--- src/rtl/dispatcher.sv ---
// Dispatcher: accepts one element per cycle and parks it in a free one-entry
// output lane. Lane choice is fixed-priority (lowest or highest index first)
// or round-robin. Each lane is drained independently by its consumer.

`ifndef Enable
`define Enable 1'b1
`endif
`ifndef Disable
`define Disable 1'b0
`endif

module dispatcher #(
    parameter int DATA = 8,
    parameter int OUT  = 4,
    parameter bit MSB  = `Disable,
    parameter bit RR   = `Disable
) (
    input  logic                           clk,
    input  logic                           reset_,
    input  logic                           flush,
    input  logic                           in_valid,
    input  logic [DATA-1:0]                in_data,
    output logic                           in_ready,
    output logic [OUT-1:0]                 out_valid,
    output logic [OUT-1:0][DATA-1:0]       out_data,
    input  logic [OUT-1:0]                 out_ready,
    output logic [OUT-1:0]                 pos,
    output logic [$clog2(OUT+1)-1:0]       occ
);

    localparam int PW = $clog2(OUT);
    localparam int CW = $clog2(OUT+1);

    logic [OUT-1:0]            valid_q, valid_d;
    logic [OUT-1:0][DATA-1:0]  data_q,  data_d;
    logic [OUT-1:0]            pos_q,   pos_d;
    logic [PW-1:0]             ptr_q,   ptr_d;

    logic [OUT-1:0]            free;
    logic [OUT-1:0]            drain;
    logic [OUT-1:0]            tgt_oh;
    logic [PW-1:0]             tgt_idx;
    logic                      found;
    logic                      accept;
    logic [CW-1:0]             occ_c;

    // Lane visited at search step j: rotated from ptr in round-robin mode,
    // otherwise a straight walk from the top or bottom index.
    function automatic int lane_at(input int j, input logic [PW-1:0] p);
        int s;
        if (RR) begin
            s = int'(p) + j;
            return (s >= OUT) ? s - OUT : s;
        end else if (MSB) begin
            return OUT - 1 - j;
        end else begin
            return j;
        end
    endfunction

    // Target search: first free lane in the mode-specific search order.
    // NOTE: every variable written here gets a default before any condition,
    // otherwise synthesis infers a latch for paths that leave it unassigned.
    always_comb begin
        free    = ~valid_q;
        tgt_oh  = '0;
        tgt_idx = '0;
        found   = 1'b0;
        for (int j = 0; j < OUT; j++) begin
            if (!found && free[lane_at(j, ptr_q)]) begin
                found                  = 1'b1;
                tgt_idx                = PW'(lane_at(j, ptr_q));
                tgt_oh[lane_at(j, ptr_q)] = 1'b1;
            end
        end
    end

    // Handshake: ready depends only on registered lane state and flush.
    always_comb begin
        in_ready = (|free) & ~flush;
        accept   = in_valid & in_ready;
        drain    = valid_q & out_ready;
    end

    // Next-state: drains, the accept into the target lane, pointer and pos.
    // Draining lanes are never free, so drain and accept never collide.
    always_comb begin
        valid_d = valid_q & ~drain;
        data_d  = data_q;
        pos_d   = '0;
        ptr_d   = ptr_q;
        if (flush) begin
            valid_d = '0;
            ptr_d   = '0;
        end else if (accept) begin
            valid_d[tgt_idx] = 1'b1;
            data_d[tgt_idx]  = in_data;
            pos_d            = tgt_oh;
            if (RR) begin
                ptr_d = (tgt_idx == PW'(OUT - 1)) ? '0 : tgt_idx + PW'(1);
            end
        end
    end

    // Lane occupancy count.
    always_comb begin
        occ_c = '0;
        for (int i = 0; i < OUT; i++) begin
            occ_c = occ_c + CW'(valid_q[i]);
        end
    end

    // State registers; the lane data is cleared too so outputs read 0 in reset.
    // NOTE: sequential state uses non-blocking assignments so all flops sample
    // the pre-edge values regardless of statement order.
    always_ff @(posedge clk or negedge reset_) begin
        if (!reset_) begin
            valid_q <= '0;
            data_q  <= '0;
            pos_q   <= '0;
            ptr_q   <= '0;
        end else begin
            valid_q <= valid_d;
            data_q  <= data_d;
            pos_q   <= pos_d;
            ptr_q   <= ptr_d;
        end
    end

    assign out_valid = valid_q;
    assign out_data  = data_q;
    assign pos       = pos_q;
    assign occ       = occ_c;

endmodule

--- config.mk ---
export PLATFORM = sky130hd
export DESIGN_NAME = dispatcher
export DESIGN_NICKNAME = d
export VERILOG_FILES = /design/src/rtl/dispatcher.sv
export SDC_FILE = /design/constraint.sdc
export NUM_CORES = 1
export LEC_CHECK = 0
export CAP_MARGIN = 15
export CORE_MARGIN = 3
export CORE_UTILIZATION = 39
export DETAILED_ROUTE_END_ITERATION = 6
export PLACE_DENSITY = 0.74
export SLEW_MARGIN = 20
export SYNTH_ARGS = -nofsm -noshare
export SYNTH_HDL_FRONTEND = slang
export SYNTH_SLANG_ARGS = --single-unit
--- constraint.sdc ---
create_clock -name clk -period 1.7 [get_ports clk]
set_input_delay 0.34 -clock clk [delete_from_list [all_inputs] [get_ports clk]]
set_output_delay 0.34 -clock clk [all_outputs]
set_load 0.005 [all_outputs]
== Word level (Yosys, flattened, before mapping) ==
Index checks and enable logic that the tools add are counted.

* Word-level logic and storage cells: 74
* Input port bits: 16
* Output and inout bits: 44
* Bits in registers: 40

* Reductions and logical operators: 13
* Bitwise logic cells: 11
* Order comparisons: 10
* Add/sub/neg operators: 3
* Muxes and demuxes: 31

{| class="wikitable"
|+ Operator list
! kind !! count
|-
| 32-bit by 1-bit greater-or-equal comparator with 1-bit output, second input constant || 4
|-
| 32-bit by 4-bit less-than comparator with 1-bit output, second input constant || 4
|-
| 32-bit 2-to-1 mux || 4
|-
| 32-bit bitwise mux || 1
|-
| 4-bit 2-to-1 mux || 8
|-
| 8-bit demux with 2-bit select || 1
|-
| 4-bit bitwise OR || 4
|-
| 1-bit demux with 2-bit select || 5
|-
| 1-bit 2-to-1 mux || 9
|-
| 4-bit AND || 2
|-
| 1-bit logical AND || 8
|-
| 8-bit 2-to-1 mux || 1
|-
| 4-bit NOT || 2
|-
| 2-bit 2-to-1 mux || 2
|-
| 4-bit OR reduction || 1
|-
| 2-bit by 1-bit adder with 3-bit output || 1
|-
| 3-bit by 1-bit adder with 3-bit output || 1
|-
| 1-bit zero test || 3
|-
| 2-bit by 3-bit less-than comparator with 1-bit output, second input constant || 1
|-
| 1-bit by 1-bit adder with 2-bit output || 1
|-
| 1-bit AND || 2
|-
| 2-bit by 1-bit greater-or-equal comparator with 1-bit output, second input constant || 1
|-
| 2-bit AND reduction || 1
|-
| 1-bit NOT || 1
|}

== Logic depth before layout (Yosys ltp) ==
Gate-level depths: netlist of the first run.

* Depth in word-level cells: 19
* Depth in mapped cells: 5
* Mapped depth without buffers: 5

== Worst setup path after synthesis of the first run ==
Ideal clock, no wire load.

* Path type: reg2out
* From: reg valid_q[0], in the netlist out_valid[0]
* To: out occ[1]
* Buffers on the path: 0
* Slack: -0.136 ns
* Data arrival time: 1.496 ns
* Stages on the path, launching flop included: 6
* Required time: 1.360 ns
* Cells stage by stage: dfrtp_1 inv_1 fa_1 inv_1 ha_1 ha_1

* Longest elaborated chain between the ends: 3

{| class="wikitable"
|+ Ends and longest elaborated chain
! item !! line !! RTL
|-
| start: declaration || 34 || <nowiki>logic [OUT-1:0] valid_q, valid_d;</nowiki>
|-
| start signal: assignment || 123 || <nowiki>valid_q <= valid_d;</nowiki>
|-
| 1-bit by 1-bit adder with 2-bit output || 109 || <nowiki>occ_c = occ_c + CW'(valid_q[i]);</nowiki>
|-
| 2-bit by 1-bit adder with 3-bit output || 109 ||
|-
| 3-bit by 1-bit adder with 3-bit output || 109 ||
|-
| end: declaration || 28 || <nowiki>output logic [$clog2(OUT+1)-1:0] occ</nowiki>
|}

Every way passes these cells.

== Worst setup path in the final report of the first run ==
* From: reg valid_q[1], in the netlist out_valid[1]
* To: out occ[1]

Same word-level chain as after synthesis.

==> results of run 1 <==
[worst paths after layout]
kind,start,end,slack [ps]
worst max-delay path,out_valid[1],occ[1],-440
worst min-delay path,reset_,pos[3],480
worst max register to register,out_valid[1],out_data[4],-160
worst min register to register,out_data[21],out_data[21],510
max in group asynchronous,reset_,out_data[1],720
min in group clk,out_data[21],out_data[21],510
[what timing repair did]
item / 4_1_cts / 5_1_grt
resized for setup: 33 / 19
setup buffers: 2 / 6
endpoints found under the setup margin: 21 / 30
hold buffers: 1 / 0
gates cloned: 1 / 0
endpoints found under the hold margin: 14 / 0
pin swaps: 5 / 7
[power by group through the flow]
stage	clock network, W	registers (W)	logic, W
4_1_cts	0.000662	0.00116	0.000606
3_5_place_dp	0	0.00118	0.000562
2_1_floorplan	0	0.00118	0.000154
3_3_place_gp	0	0.00117	0.000554
6_report	0.000642	0.00117	0.000644
5_1_grt	0.000710	0.00118	0.000694
[per-stage QoR]
step	instances	worst slack, ps	power [W]	hold slack, ps
2_1_floorplan	106	-91.3	0.00133	44.4
3_3_place_gp	228	-506	0.00173	250
5_1_grt	243	-507	0.00259	508
4_1_cts	239	-446	0.00243	477
6_report	243	-437	0.00245	481
3_5_place_dp	228	-538	0.00174	265
[cells in the final DEF, fill, tap and decap left out, types with 2 or more instances in the layout]
cell type        instances
and3_1                   2
inv_2                    4
clkdlybuf4s50_1         54
buf_4                   18
mux2_2                  16
buf_6                    7
nor3_1                   2
ha_4                     4
mux2_4                  16
and4bb_4                 2
or2_2                    2
buf_2                    2
inv_1                    2
clkbuf_8                 6
dfrtp_1                 39
nor2_1                   2
[cells in the mapped netlist]
| library cell | instances | share of area [%] |
|---|---|---|
| nor2_1 | 3 | 0.69 |
| or2_2 | 2 | 0.77 |
| inv_1 | 6 | 1.4 |
| o21ba_2 | 1 | 0.61 |
| buf_2 | 3 | 0.92 |
| a21boi_1 | 1 | 0.46 |
| and3_4 | 1 | 0.69 |
| and3_1 | 2 | 0.77 |
| and4_2 | 1 | 0.61 |
| ha_1 | 5 | 3.8 |
| nand3_1 | 1 | 0.31 |
| nor2b_2 | 1 | 0.54 |
| a21oi_1 | 1 | 0.31 |
| fa_1 | 1 | 1.2 |
| nor3_1 | 2 | 0.61 |
| and4bb_2 | 2 | 1.5 |
| dfrtp_1 | 40 | 61 |
| mux2_2 | 32 | 22 |
| nor4b_4 | 1 | 1.5 |
[critical path: stages (launching register included)]
cell     delay [ps]
dfrtp_1         380
inv_2            60
fa_1            520
inv_2            50
ha_4            160
ha_4            230
buf_6           110
[registers in the layout (all words and copies together), names as in the netlist]
| signal | flops |
|---|---|
| pos | 4 |
| out_data | 32 |
| out_valid | 4 |
[cells by family (layout without fill, tap and decap cells)]
group | Yosys count | after routing | share of synthesized area [%]
flops | 40 | 40 | 61.3
mux | 32 | 32 | 22.1
simple gates | 16 | 17 | 7.96
buf+inv | 9 | 97 | 2.30
fa+ha+maj | 6 | 6 | 5.05
compound gates | 3 | 3 | 1.38
[area by class of cell]
class / count / area [um^2]
clock inverters: 1 / 7.51
repair buffers: 83 / 795
inverters: 6 / 22.5
clock buffers: 7 / 86.3
flip-flops and latches: 40 / 1000
well taps: 48 / 60.1
fillers: 258 / 1130
multi-input cells: 58 / 747
[per-layer routing]
metal,up-vias,track usage [%]
li1,549,-
met1,593,23.1
met2,49,26.0
met3,5,7.10
met4,0,4.38
met5,-,0
==> reports/results.txt, run 1 <==
Setup_tns -> -2930 ps
Final core occ -> 70.6%
Largest net degree at the start of global routing -> 17
Cell internal pwr -> 0.00188 W
Final Skew -> 5.99 ps
DR top layer -> met4
Latest clock arrival within the worst-skew pair -> 290 ps
Mapped Nets -> 128
Die width -> 70.7 um
Final WL -> 4120 um
Critical setup path kind -> register to primary output
PD cells -> 902 nW/um^2
Status -> finished with violations
Worst hold-check path type -> input port to async pin
Met2 wire len -> 1850 um
Antenna Cells -> 0
P_sw -> 0.000577 W
Sinks on Clock Net -> 40
Post-route ant nets -> 0
Share of post-route cells with drive strength above 1 -> 45.6%
Hold Vio Cnt, Final -> 0
Final setup violation count -> 19
GR Overflow Total -> 0
Initial antenna violation count -> 0
TritonCTS clock tree -> built
Combinational Power Share -> 26.2%
Crit-path max FO -> 2
Max_cap viols -> 0
Netlist cell types -> 19
IO Port Bufs -> 59
Leakage -> 1.25 nW
Failing checks -> setup timing
R2R depth -> 6
Final layout net count -> 216
Sequential fraction of the synthesis area -> 61.3%
GRT Overall Usage -> 17.2%
Die area -> 5000 um^2
Drc violations -> 0
Clock slew at reported path FFs -> 80 ps
VDD IR max -> 755 uV
CP endpoint kind -> primary output
Core area -> 3850 um^2
Routability cong. -> 0.815
Tcrit/Tclk final -> 126%
Sw frac -> 23.5%
Initial DRC Count -> 33
Crit path time final -> 2140 ps
WL met3 -> 353 um
H-tree levels -> 2
Met1 WL -> 1890 um
CP Data Required Time -> 1360 ps
Root Driver -> clkbuf_8
Slew of the pin with the lowest slew margin -> 343 ps
Avg Inst Size Synth -> 15.4 um^2
Yosys reg bits -> 40
DR vias -> 1196
Area growth, synth to finish -> 66.5%
Drt via density -> 4.92
Normalized max-slew margin -> 77.0%
Wire length per cell -> 17.0 um
Num CTS Buffers -> 5
CTS Buffer Depth -> 2
Synth Instances -> 106
Ports -> 60
Final Instance Area -> 2720 um^2
Clk network pwr share -> 26.2%
WP data arrival -> 1800 ps
Drt pass-1 iters -> 4
RSZ-0062 raised after global routing -> yes
Initial core utilization -> 42.4%
Crit start category -> register
Row Count -> 22
Fmax -> 0.468 GHz
First-pass GRT wire length -> 6670 um
Die Ht -> 70.7 um
Vias in the first global route -> 1332
Synth Cell Area -> 1630 um^2
Worst setup margin -> -437 ps
Reg power frac -> 47.6%
Syn. warnings -> 0
Final slew viol count -> 0
Dpl hpwl -> 2800 um
Dpl cell area -> 2430 um^2
Note: power is estimated with default switching activity, not from simulation.
==> run 2, diff against run 1 <==
--- a/config.mk
+++ b/config.mk
@@ -5,7 +5,7 @@
 export SDC_FILE = /design/constraint.sdc
 export NUM_CORES = 1
 export LEC_CHECK = 0
-export CAP_MARGIN = 15
+export CORE_ASPECT_RATIO = 2
 export CORE_MARGIN = 3
 export CORE_UTILIZATION = 39
 export DETAILED_ROUTE_END_ITERATION = 6
@@ -14,3 +14,4 @@
 export SYNTH_ARGS = -nofsm -noshare
 export SYNTH_HDL_FRONTEND = slang
 export SYNTH_SLANG_ARGS = --single-unit
+export TNS_END_PERCENT = 20
==> run 2 against run 1 <==
  * The flow still finishes with violations (setup timing)
  * Setup slack lost 19 ps
  * Final cell count decreased by 1.2%
  * Combinational power hardly changed
  * Non-clock buffer count decreased by 6
  * Critical path depth stayed put
  * Sequential cell count is the same
  * Clock skew increased by 3.2 ps
  * Register-to-register slack barely moved
  * Power up 4.6%
  * Critical endpoint unchanged
  * Largest cell class unchanged
  * Highest routed layer unchanged
==> reports/results.txt, run 2 (same netlist as run 1, synthesis figures left out) <==
Die width -> 51.8 um
Die Ht -> 97.5 um
Root Driver -> clkbuf_8
CP endpoint kind -> primary output
Final WL -> 4220 um
Reg power frac -> 45.4%
Row Count -> 32
GR Util met3 -> 5.53%
Post-route ant nets -> 0
Worst hold-check path type -> input port to async pin
H-tree levels -> 2
Power Total -> 0.00257 W
Initial DRC Count -> 11
Die area -> 5050 um^2
DR vias -> 1195
Leakage -> 1.24 nW
PD cells -> 947 nW/um^2
Initial core utilization -> 41.2%
Num CTS Buffers -> 5
Tcrit/Tclk final -> 127%
Drt pass-1 iters -> 4
Sw frac -> 22.9%
Dpl hpwl -> 2890 um
Combinational Power Share -> 25.0%
Max_cap viols -> 0
Worst setup margin -> -455 ps
Share of post-route cells with drive strength above 1 -> 44.4%
Critical setup path kind -> register to primary output
Ports -> 60
Crit start category -> register
Final Skew -> 9.23 ps
Placed insts -> 227
Initial antenna violation count -> 0
Crit path time final -> 2160 ps
Cell internal pwr -> 0.00198 W
Area growth, synth to finish -> 65.8%
GRT Overall Usage -> 18.8%
Grt met1 use -> 20.7%
CP Data Required Time -> 1360 ps
Final slew viol count -> 0
CTS Buffer Depth -> 2
Failing checks -> setup timing
First-pass GRT wire length -> 6980 um
P_sw -> 0.000587 W
GR peak layer -> met2
Fmax -> 0.464 GHz
Top delay family on crit path -> adder cells
Hold Vio Cnt, Final -> 0
Crit-path cells -> inv_2 -> fa_1 -> inv_2 -> ha_4 -> ha_4 -> buf_6
Wire length per cell -> 17.6 um
Largest register FFs -> 32
Worst Path Buf+Inv -> 3
Status -> finished with violations
Worst path slowest cell -> fa_1
Met2 Use GR -> 32.0%
IO Port Bufs -> 59
Normalized max-slew margin -> 66.9%
Slew of the pin with the lowest slew margin -> 496 ps
WP data arrival -> 1820 ps
TritonCTS clock tree -> built
Final setup violation count -> 20
Clock slew at reported path FFs -> 80 ps
VDD IR max -> 846 uV
Antenna Cells -> 0
DP Worst Slack -> -538 ps
Latest clock arrival within the worst-skew pair -> 290 ps
Vias in the first global route -> 1325
Most frequent cells in the layout -> clkdlybuf4s50_1, dfrtp_1, mux2_4, mux2_2, buf_4
Cell Count, Final, Fillers Out -> 240
RSZ-0062 raised after global routing -> yes
Crit-path max FO -> 2
Drt via density -> 4.98
Drc violations -> 0
Core area -> 3960 um^2
Clk network pwr share -> 29.6%
Routability cong. -> 0.751
Largest net degree at the start of global routing -> 41
GR Overflow Total -> 0
Sinks on Clock Net -> 40
Commonest non-fill, non-tap cell in the layout -> clkdlybuf4s50_1
Max incr delay on CP -> 550 ps
Final layout net count -> 210
-- run 2: changes by cell type in the layout (fill, tap and decap cells not counted), sizes merged --
cell and change:
bufinv +1, clkdlybuf4s50 -2, clkbuf -1, clkinv +1, dlygate4sd3 -1, dlygate4sd2 +2
buf -5, clkinvlp -1
-- run 2: per-stage QoR --
step / hold WS (ps) / setup TNS (ps) / utilization [%] / cell area (um^2)
finish: 91.7 / -3060 / 68.4 / 2710
global route: 120 / -3760 / 68.4 / 2710
CTS: 106 / -4640 / 67.4 / 2670
detailed placement: 426 / -10200 / 61.0 / 2420
global placement: 411 / -8730 / 61.0 / 2420
floorplan: 44.4 / -961 / - / 1660
-- run 2: worst paths after layout --
kind / from / to / slack [ps] / depth (start not counted)
setup / recovery: out_valid[3] / occ[1] / -460 / 6
max in group asynchronous: reset_ / out_valid[2] / 1240 / 2
hold / removal: reset_ / out_data[17] / 90 / 2
hold reg to reg: out_data[20] / out_data[20] / 510 / 1
min in group clk: out_data[20] / out_data[20] / 510 / 1
setup reg to reg: out_valid[0] / out_data[4] / -170 / 6
-- run 2: metal layers --
| layer | vias to the layer above | part of all wire (%) |
|---|---|---|
| li1 | 533 | - |
| met1 | 604 | 37 |
| met2 | 50 | 55 |
| met3 | 8 | 4.9 |
| met4 | 0 | 2.4 |
| met5 | - | 0 |
-- run 2: power by group through the flow --
stage	registers [W]	logic [W]	clock network [W]
2_1_floorplan	0.00118	0.000153	0
3_3_place_gp	0.00117	0.000551	0
3_5_place_dp	0.00118	0.000562	0
4_1_cts	0.00117	0.000640	0.000779
5_1_grt	0.00119	0.000688	0.000823
6_report	0.00117	0.000641	0.000759
-- run 2: what timing repair did --
item | 4_1_cts | 5_1_grt
pin swaps | 4 | 3
gates resized for setup | 49 | 9
hold buffers | 0 | 0
gates cloned | 1 | 0
setup buffers | 3 | 2
endpoints found under the setup margin | 31 | 39
-- run 2: layout make-up --
class,instances,area (um^2)
inverter,6,22.5
multi-input combinational,58,757
clock buffer,6,72.6
clock inverter,2,35.0
fill,276,1250
tap,51,63.8
sequential,40,1000
timing repair buffer,77,757
==> run 3, diff against run 2 <==
--- a/config.mk
+++ b/config.mk
@@ -5,11 +5,12 @@
 export SDC_FILE = /design/constraint.sdc
 export NUM_CORES = 1
 export LEC_CHECK = 0
+export ABC_AREA = 1
 export CORE_ASPECT_RATIO = 2
 export CORE_MARGIN = 3
-export CORE_UTILIZATION = 39
+export CORE_UTILIZATION = 40
 export DETAILED_ROUTE_END_ITERATION = 6
-export PLACE_DENSITY = 0.74
+export PLACE_DENSITY = 0.75
 export SLEW_MARGIN = 20
 export SYNTH_ARGS = -nofsm -noshare
 export SYNTH_HDL_FRONTEND = slang
==> run 3 against run 2 <==
  * The run ends with hold timing, setup timing left
  * Wire length increased by 4.1%
  * Core utilization decreased by 4.7 points
  * Critical path depth unchanged
  * Sequential cell count unchanged
  * Clock power decreased by 12%
  * Register-to-register slack improved by 240 ps
  * Hold slack got worse by 95 ps
  * Final cell count increased by 30%
  * Die area increased by 1.6%
  * Synthesized area increased by 4.4%
  * Critical path type unchanged
  * Critical endpoint unchanged
  * Largest power group unchanged
  * Highest routed layer unchanged
==> reports/results.txt, run 3 <==
Status -> finished with violations
Failing checks -> hold timing, setup timing
Placed insts -> 304
CP endpoint kind -> primary output
Vias in the first global route -> 1440
Dpl hpwl -> 3330 um
Cell Count, Final, Fillers Out -> 312
Final layout net count -> 281
FF-to-FF Start -> out_valid[0]
Netlist cell types -> 19
Most numerous cell in the Yosys netlist -> nand2_1
Tcrit/Tclk final -> 125%
Critical setup path kind -> register to primary output
Core area -> 4090 um^2
Reg-to-reg critical path endpoint -> out_data[16]
Final WL -> 4390 um
Drc violations -> 0
Mapped Nets -> 204
PD cells -> 893 nW/um^2
Commonest non-fill, non-tap cell in the layout -> nand2_1
Fmax -> 0.470 GHz
Initial antenna violation count -> 0
Worst setup margin -> -428 ps
Normalized max-slew margin -> 67.3%
Sw frac -> 26.3%
Yosys reg bits -> 40
Die width -> 52.2 um
Die Ht -> 98.3 um
Worst hold-check path type -> input port to async pin
P_sw -> 0.000610 W
Sinks on Clock Net -> 40
Wire length per cell -> 14.1 um
Post-synth top cells -> nand2_1, dfrtp_1, o21ai_0, inv_1, ha_1
Synth Instances -> 182
Share of post-route cells with drive strength above 1 -> 16.2%
Crit start category -> register
Reg power frac -> 48.7%
Crit path time final -> 2130 ps
VDD IR max -> 679 uV
Clk network pwr share -> 28.6%
Post-synth top area share -> 58.7%
Clock slew at reported path FFs -> 80 ps
Power Total -> 0.00232 W
Hold Vio Cnt, Final -> 8
Root Driver -> clkbuf_8
GRT Overall Usage -> 18.8%
Leakage -> 1.27 nW
Synth Cell Area -> 1710 um^2
Initial core utilization -> 41.7%
Row Count -> 33
IO Port Bufs -> 59
Post-synth EDFFs -> 0
R2R depth -> 9
Final Skew -> 7.96 ps
FF-to-FF setup slack -> 70 ps
Antenna Cells -> 0
Crit-path max FO -> 2
WP data arrival -> 1790 ps
Max_cap viols -> 0
Largest register FFs -> 32
Hold slack -> -3.68 ps
Area growth, synth to finish -> 52.5%
Syn. warnings -> 0
Post-route ant nets -> 0
Sequential fraction of the synthesis area -> 58.7%
Final slew viol count -> 0
Yosys top cell by area -> dfrtp_1
First-pass GRT wire length -> 7020 um
RSZ-0062 raised after global routing -> yes
Primary FF master, synth -> dfrtp_1
Drt pass-1 iters -> 4
Slew of the pin with the lowest slew margin -> 490 ps
Die area -> 5130 um^2
Combinational Power Share -> 22.7%
Drt via density -> 4.72
CTS Buffer Depth -> 2
Final setup violation count -> 4
Cell internal pwr -> 0.00171 W
Synth top area cells -> dfrtp_1, nand2_1, ha_1, o21ai_0, nor2_4
TritonCTS clock tree -> built
Latest clock arrival within the worst-skew pair -> 290 ps
Num CTS Buffers -> 5
Async S/R FF share, synth -> 100%
Avg Inst Size Synth -> 9.37 um^2
Largest net degree at the start of global routing -> 22
Initial DRC Count -> 27
DR vias -> 1474
Most frequent cells in the layout -> nand2_1, clkdlybuf4s50_1, dfrtp_1
Ports -> 60
Routability cong. -> 0.827
H-tree levels -> 2
Filler cells -> 330
CP Data Required Time -> 1360 ps
GR Overflow Total -> 0
run 3: cell types whose count changed after synthesis, moves of 3 or more:
cell and delta:
nand2_1 +87, mux2_2 -32, o21ai_0 +12, inv_1 +5, nor2_4 +4, o21ai_1 +4
buf_2 -3
run 3: how the worst max path moves through the flow:
stage                            start      to  slack, ps  cells past startpoint
after global routing      out_valid[0]  occ[1]       -490                      6
after floorplan           out_valid[3]  occ[1]        -90                      5
final                     out_valid[0]  occ[1]       -430                      6
after CTS                 out_valid[0]  occ[1]       -440                      6
after detailed placement  out_valid[3]  occ[1]       -510                      6
after global placement    out_valid[3]  occ[1]       -510                      6
run 3: kinds of logic after synthesis:
family | count (synthesis) | synth area share [%]
adders and majority gates | 6 | 4.84
AOI/OAI and AO/OA | 20 | 6.02
buffers and inverters | 14 | 3.96
and+or+nand+nor | 102 | 26.5
DFF | 40 | 58.7
run 3: critical path: stages (launching register included):
cell     delay (ps)
dfrtp_1         370
inv_2            40
fa_1            550
inv_2            50
ha_4            150
ha_4            260
buf_6            80
run 3: per-layer routing:
| layer | part of all wire, % | up-vias | global-route usage [%] | wire length (um) |
|---|---|---|---|---|
| met5 | 0 | - | 0 | 0 |
| met4 | 1.8 | 0 | 7.68 | 79 |
| met3 | 3.9 | 9 | 2.60 | 169 |
| met2 | 59 | 43 | 34.5 | 2570 |
| met1 | 36 | 699 | 20.6 | 1570 |
| li1 | - | 723 | - | - |
run 3: power by group through the flow:
| stage | Clock, W | Combinational (W) | Sequential, W |
|---|---|---|---|
| CTS | 0.000695 | 0.000536 | 0.00113 |
| global route | 0.000727 | 0.000582 | 0.00114 |
| finish | 0.000665 | 0.000527 | 0.00113 |
| global placement | 0 | 0.000518 | 0.00115 |
| floorplan | 0 | 0.000139 | 0.00116 |
| detailed placement | 0 | 0.000527 | 0.00115 |
run 3: timing repair:
action	4_1_cts	5_1_grt
pin swaps	2	2
resized for setup	19	2
endpoints found under the setup margin	4	23
setup buffers	0	0
hold buffers	0	0
run 3: per-stage QoR:
stage | area (um^2) | hold slack [ps] | util [%] | setup WS [ps] | setup TNS [ps]
finish | 2600 | -3.68 | 63.6 | -428 | -1410
global route | 2600 | 19.0 | 63.6 | -488 | -2060
CTS | 2590 | 0.0189 | 63.5 | -443 | -1500
detailed placement | 2480 | 330 | 60.8 | -515 | -1360
global placement | 2480 | 323 | 60.8 | -509 | -1310
floorplan | 1720 | 44.4 | - | -90.7 | -90.7
run 3: cell type report:
type,instances,area (um^2),area share (%)
inverters,12,45.0,1.73
clock buffers,6,82.6,3.17
flip-flops and latches,40,1000,38.5
clock inverters,2,15.0,0.577
repair buffers,72,731,28.1
multi-input cells,128,662,25.4
well taps,52,65.1,2.50
